**src/rtl/pe.sv**
```systemverilog
// Radix-2 DIT complex butterfly processing element.
// Two-stage pipeline: stage 1 forms the twiddle product W*B (full precision,
// truncated to the Q format and saturated); stage 2 forms A +/- W*B with
// saturation. Outputs are registered; latency is two clock cycles.
module pe #(
    parameter int WORDSIZE = 16,
    parameter int WL       = 16,
    parameter int IWL      = 5,
    parameter int FWL      = 10
) (
    input  logic                clk,
    input  logic                rst_n,
    input  logic [WORDSIZE-1:0] in0_r,
    input  logic [WORDSIZE-1:0] in1_r,
    input  logic [WORDSIZE-1:0] in2_r,
    input  logic [WORDSIZE-1:0] in3_r,
    input  logic [WORDSIZE-1:0] twiddle_r,
    input  logic [WORDSIZE-1:0] twiddle_i,
    output logic [WORDSIZE-1:0] out0,
    output logic [WORDSIZE-1:0] out1,
    output logic [WORDSIZE-1:0] out2,
    output logic [WORDSIZE-1:0] out3
);

    // The fixed-point format must fill the data word exactly.
    if (WL != WORDSIZE || WL != 1 + IWL + FWL) begin : g_param_check
        $error("pe: WL must equal WORDSIZE and 1+IWL+FWL");
    end

    // Clamp a (2*WL+1)-bit signed value into the WL-bit signed range.
    function automatic logic [WL-1:0] sat_wide(input logic signed [2*WL:0] v);
        logic [WL+1:0] top;
        top = v[2*WL:WL-1];
        if (top == '0 || top == '1) begin
            return v[WL-1:0];
        end else if (v[2*WL]) begin
            return {1'b1, {(WL-1){1'b0}}};
        end else begin
            return {1'b0, {(WL-1){1'b1}}};
        end
    endfunction

    // Clamp a (WL+1)-bit signed sum into the WL-bit signed range.
    function automatic logic [WL-1:0] sat_narrow(input logic [WL:0] v);
        if (v[WL] == v[WL-1]) begin
            return v[WL-1:0];
        end else if (v[WL]) begin
            return {1'b1, {(WL-1){1'b0}}};
        end else begin
            return {1'b0, {(WL-1){1'b1}}};
        end
    endfunction

    // Signed views of the inputs
    logic signed [WL-1:0]   wr_s, wi_s, br_s, bi_s;
    // Full-precision partial products and their sign-extended forms
    logic signed [2*WL-1:0] p_rr, p_ii, p_ri, p_ir;
    logic signed [2*WL:0]   p_rr_x, p_ii_x, p_ri_x, p_ir_x;
    logic signed [2*WL:0]   tr_full, ti_full, tr_sh, ti_sh;

    // Pipeline registers
    logic [WL-1:0] tr_q, ti_q, ar_q, ai_q;
    logic [WL-1:0] tr_d, ti_d;
    logic [WL-1:0] out0_q, out1_q, out2_q, out3_q;
    logic [WL-1:0] out0_d, out1_d, out2_d, out3_d;

    // Stage-2 wide sums/differences
    logic [WL:0] s0, s1, s2, s3;

    // Stage 1 combinational: complex product W*B, truncate, saturate
    always_comb begin
        wr_s    = twiddle_r;
        wi_s    = twiddle_i;
        br_s    = in2_r;
        bi_s    = in3_r;
        p_rr    = wr_s * br_s;
        p_ii    = wi_s * bi_s;
        p_ri    = wr_s * bi_s;
        p_ir    = wi_s * br_s;
        p_rr_x  = {p_rr[2*WL-1], p_rr};
        p_ii_x  = {p_ii[2*WL-1], p_ii};
        p_ri_x  = {p_ri[2*WL-1], p_ri};
        p_ir_x  = {p_ir[2*WL-1], p_ir};
        tr_full = p_rr_x - p_ii_x;
        ti_full = p_ri_x + p_ir_x;
        tr_sh   = tr_full >>> FWL;
        ti_sh   = ti_full >>> FWL;
        tr_d    = sat_wide(tr_sh);
        ti_d    = sat_wide(ti_sh);
    end

    // Stage 2 combinational: A +/- W*B at WL+1 bits, then saturate
    always_comb begin
        s0     = {ar_q[WL-1], ar_q} + {tr_q[WL-1], tr_q};
        s1     = {ai_q[WL-1], ai_q} + {ti_q[WL-1], ti_q};
        s2     = {ar_q[WL-1], ar_q} - {tr_q[WL-1], tr_q};
        s3     = {ai_q[WL-1], ai_q} - {ti_q[WL-1], ti_q};
        out0_d = sat_narrow(s0);
        out1_d = sat_narrow(s1);
        out2_d = sat_narrow(s2);
        out3_d = sat_narrow(s3);
    end

    // Pipeline registers for both stages, cleared asynchronously by reset
    always_ff @(posedge clk or negedge rst_n) begin
        if (!rst_n) begin
            tr_q   <= '0;
            ti_q   <= '0;
            ar_q   <= '0;
            ai_q   <= '0;
            out0_q <= '0;
            out1_q <= '0;
            out2_q <= '0;
            out3_q <= '0;
        end else begin
            tr_q   <= tr_d;
            ti_q   <= ti_d;
            ar_q   <= in0_r;
            ai_q   <= in1_r;
            out0_q <= out0_d;
            out1_q <= out1_d;
            out2_q <= out2_d;
            out3_q <= out3_d;
        end
    end

    assign out0 = out0_q;
    assign out1 = out1_q;
    assign out2 = out2_q;
    assign out3 = out3_q;

endmodule

```
**config.mk**
```make
export PLATFORM = sky130hd
export DESIGN_NAME = pe
export DESIGN_NICKNAME = d
export VERILOG_FILES = /design/src/rtl/pe.sv
export SDC_FILE = /design/constraint.sdc
export NUM_CORES = 2
export LEC_CHECK = 0
export CAP_MARGIN = 20
export CORE_MARGIN = 5
export CORE_UTILIZATION = 59
export CTS_CLUSTER_DIAMETER = 60
export DETAILED_ROUTE_END_ITERATION = 6
export GPL_TIMING_DRIVEN = 0
export PLACE_DENSITY = 0.77
export SLEW_MARGIN = 25
export SYNTH_ARGS = -nofsm -noshare
export SYNTH_HDL_FRONTEND = slang
export SYNTH_SLANG_ARGS = --single-unit
```
**constraint.sdc**
```tcl
create_clock -name clk -period 9.4 [get_ports clk]
set_clock_uncertainty 0.05 [all_clocks]
set_input_delay 1.88 -clock clk [delete_from_list [all_inputs] [get_ports clk]]
set_output_delay 1.88 -clock clk [all_outputs]
set_load 0.02 [all_outputs]
```
==> impl_results.md <==
* Pre-antenna DRT Iters at 5
* CTS tree: yes
* Initial Util at 59.3%
* Period minus WS final at 9360 ps
* Total grt overflow at 0
* Cts hold-fix bufs at 0
* Post-synthesis cell count at 4888
* PortBufs at 160
* WS Path Type: in2reg
* WP data required at 9700 ps
* Syn avg cell area at 9.54 sq um
* Vias in the first global route at 38100
* Clock Latency Late Sink at 470 ps
* Mux share of post-synthesis cell area at 0.0456%
* Final setup fails at 0
* CTS Buffer Depth at 2
* Synth Area in Simple Gates at 13.3%
* DRC at 0
* Slowest cell on crit path: fa_1
* Synth unique cells at 87
* CTS clk-pin slew, worst paths at 60 ps
* Synth warn at 0
* Seq/Total Area, Yosys at 6.87%
* Syn Nets at 6528
* Top cell type's share of synthesized area at 50.5%
* Clock sink total at 128
* Worst Max-Slew Pin Slew at 956 ps
* Drt wl/cell at 25.8 um
* HPWL Detailed at 127000 um
* Final net count at 6836
* Post-place setup slack at -2580 ps
* Final worst-path setup slack at 38.0 ps
* Final Cycle Share at 99.6%
* Synth Cell Area at 0.0467 sq mm
* Max-Cap Viols at 0
* TritonCTS Buffers at 17
* FMAX at 107 MHz
* Via density at 5.69
* Global-route wire length before repair at 239000 um
* Max H-tree Level at 4
* Slew Limit Headroom at 36.3%
* Die area at 0.0848 sq mm
* Gr usage total at 38.7%
* Worst EP arrival at 9660 ps
* Initial antenna violation count at 20
* Max incr delay on CP at 540 ps
* Final Wtd Congestion at 1.02
* Critical path launch point type: input port
* Outcome: finished, final reports clean
* Io pins at 162
* Post-synth EDFFs at 0
* Top_reg_cell synth: dfrtp_1
* Root Driver: clkbuf_16
* Die H at 291 um
* Area Growth Syn to Fin at 15.9%
* DRT iter0 DRCs at 3360
* Post-synth ARST share at 100%
* Largest net degree at the start of global routing at 80
* Final Hold Fails at 0
* Layout cells sized above 1 at 11.5%
* # rows at 103
* Area leader, netlist: fa_1
* Synth Area in Compound Gates at 4.65%
* Post-Synth XOR/XNOR Area at 2.38%
* Vias post-DR at 35700
* Fill count at 6009
* Main combinational cell family by area after synthesis: adder cells
* Most frequent cell on the critical path: fa_1
* RSZ-0062 raised after global routing: yes
* Yosys reg bits at 128
* Min-delay worst type: reg2reg
* CP max FO at 5
* Wirelength, routed at 162000 um
* Core footprint at 0.0787 sq mm
* Number of routed nets with antenna violations at 0
* Area contributors post-synth: fa_1, inv_1, ha_1
* CP Capture Type: flip-flop
* Die width at 291 um
* Fin. max-slew vios at 0
* Synth Area in Adders at 60.3%
## cell type report
| cell class | count | area [sq um] | area share [%] |
|---|---|---|---|
| diodes | 10 | 25.0 | 0.0463 |
| plain buffers | 220 | 2930 | 5.43 |
| clock buffers | 18 | 439 | 0.812 |
| clock inverters | 13 | 164 | 0.303 |
| inverters | 1323 | 5000 | 9.25 |
| multi-input cells | 3216 | 38400 | 70.9 |
| flip-flops and latches | 128 | 3200 | 5.92 |
| well taps | 1050 | 1310 | 2.43 |
| repair buffers | 290 | 2640 | 4.88 |
## cells by family (layout without fill, tap and decap cells)
| group | count (synthesis) | after routing |
|---|---|---|
| buffers and inverters | 1544 | 1864 |
| adders and majority gates | 1543 | 1543 |
| and+or+nand+nor | 1239 | 1239 |
| AOI/OAI and AO/OA | 306 | 306 |
| DFF | 128 | 128 |
| xor gates and xnor gates | 126 | 126 |
| muxes | 2 | 2 |
| other | 0 | 10 |
## routing by layer
| layer | routed length (um) | track usage (%) | vias to the layer above |
|---|---|---|---|
| met3 | 21900 | 13.3 | 611 |
| met5 | 227 | 1.25 | - |
| met2 | 69000 | 56.5 | 2268 |
| met4 | 12600 | 22.5 | 6 |
| met1 | 58000 | 50.5 | 18100 |
| li1 | - | - | 14700 |
## state kept, by name, summed over array words and instances, names as in the netlist
name,flops
out1,16
out3,16
ar_q,16
ai_q,16
out0,16
ti_q,16
out2,16
tr_q,16
## metrics by stage
step                      setup TNS [ps]  cell area (sq um)  hold WS [ps]  std cells  utilization [%]
after CTS                              0              52900           618       6196             67.2
after global placement            -75420              49600           591       6098             63.0
after floorplan                        0              46700           516       4888                -
after detailed placement          -77030              49700           614       6101             63.1
after global routing               -1450              54000           669       6260             68.6
final                                  0              54100           601       6268             68.7
## synth_stat cells (17+ instances only)
cell type     n
inv_1      1323
fa_1       1176
nand2_1     521
and2_1      483
ha_1        366
clkbuf_1    209
dfrtp_1     128
nor2_1      100
xnor2_1      99
a21oi_1      81
o21ai_0      54
a21o_1       47
nand2b_1     33
xor2_1       26
nor3_1       23
o21a_1       19
nand3_1      17
## path summary, 6_finish.rpt
path	from	endpoint	cells past startpoint	slack, ps
min in group asynchronous	rst_n	out1[8]	1	1280
worst min register to register	tr_q[0]	out0[0]	2	600
max in group asynchronous	rst_n	out2[5]	2	7230
worst max-delay path	twiddle_i[10]	ti_q[2]	32	40
worst max register to register	tr_q[0]	out2[8]	14	5160
worst min-delay path	tr_q[0]	out0[0]	2	600
## cells in the final DEF, fill, tap and decap left out, drive strengths merged, types with 5 or more instances in the layout
master,instances
or3,14
inv,1316
o21ai,65
o211ai,6
nand2,521
ha,366
dfrtp,128
nor2,100
clkdlybuf4s50,96
diode,10
o41ai,7
xor2,26
a31oi,6
clkinvlp,13
nor2b,14
nand3,17
nand4,9
a31o,9
fa,1176
nor3,23
a211oi,5
clkbuf,188
o21bai,7
and3,7
a21o,47
nand2b,33
buf,240
a21oi,83
xnor2,100
and2,483
o21a,19
## what timing repair did
item | in CTS | in global routing
buffers inserted | 64 | 60
endpoints found under the setup margin | 32 | 30
resized for setup | 815 | 327
cloned | 0 | 3
pin swaps | 40 | 83
## worst max-delay path, delay by kind of cell
| family | cells | cell delay [ps] |
|---|---|---|
| adder cells (fa/ha/maj) | 9 | 4090 |
| buffers and inverters | 12 | 1460 |
| AO/OA/AOI/OAI | 8 | 1410 |
| AND/OR/NAND/NOR | 3 | 790 |
Power is left out: the tool's default activity adds up to more than one toggle a clock period on the data nets, which glitch-free logic cannot reach.
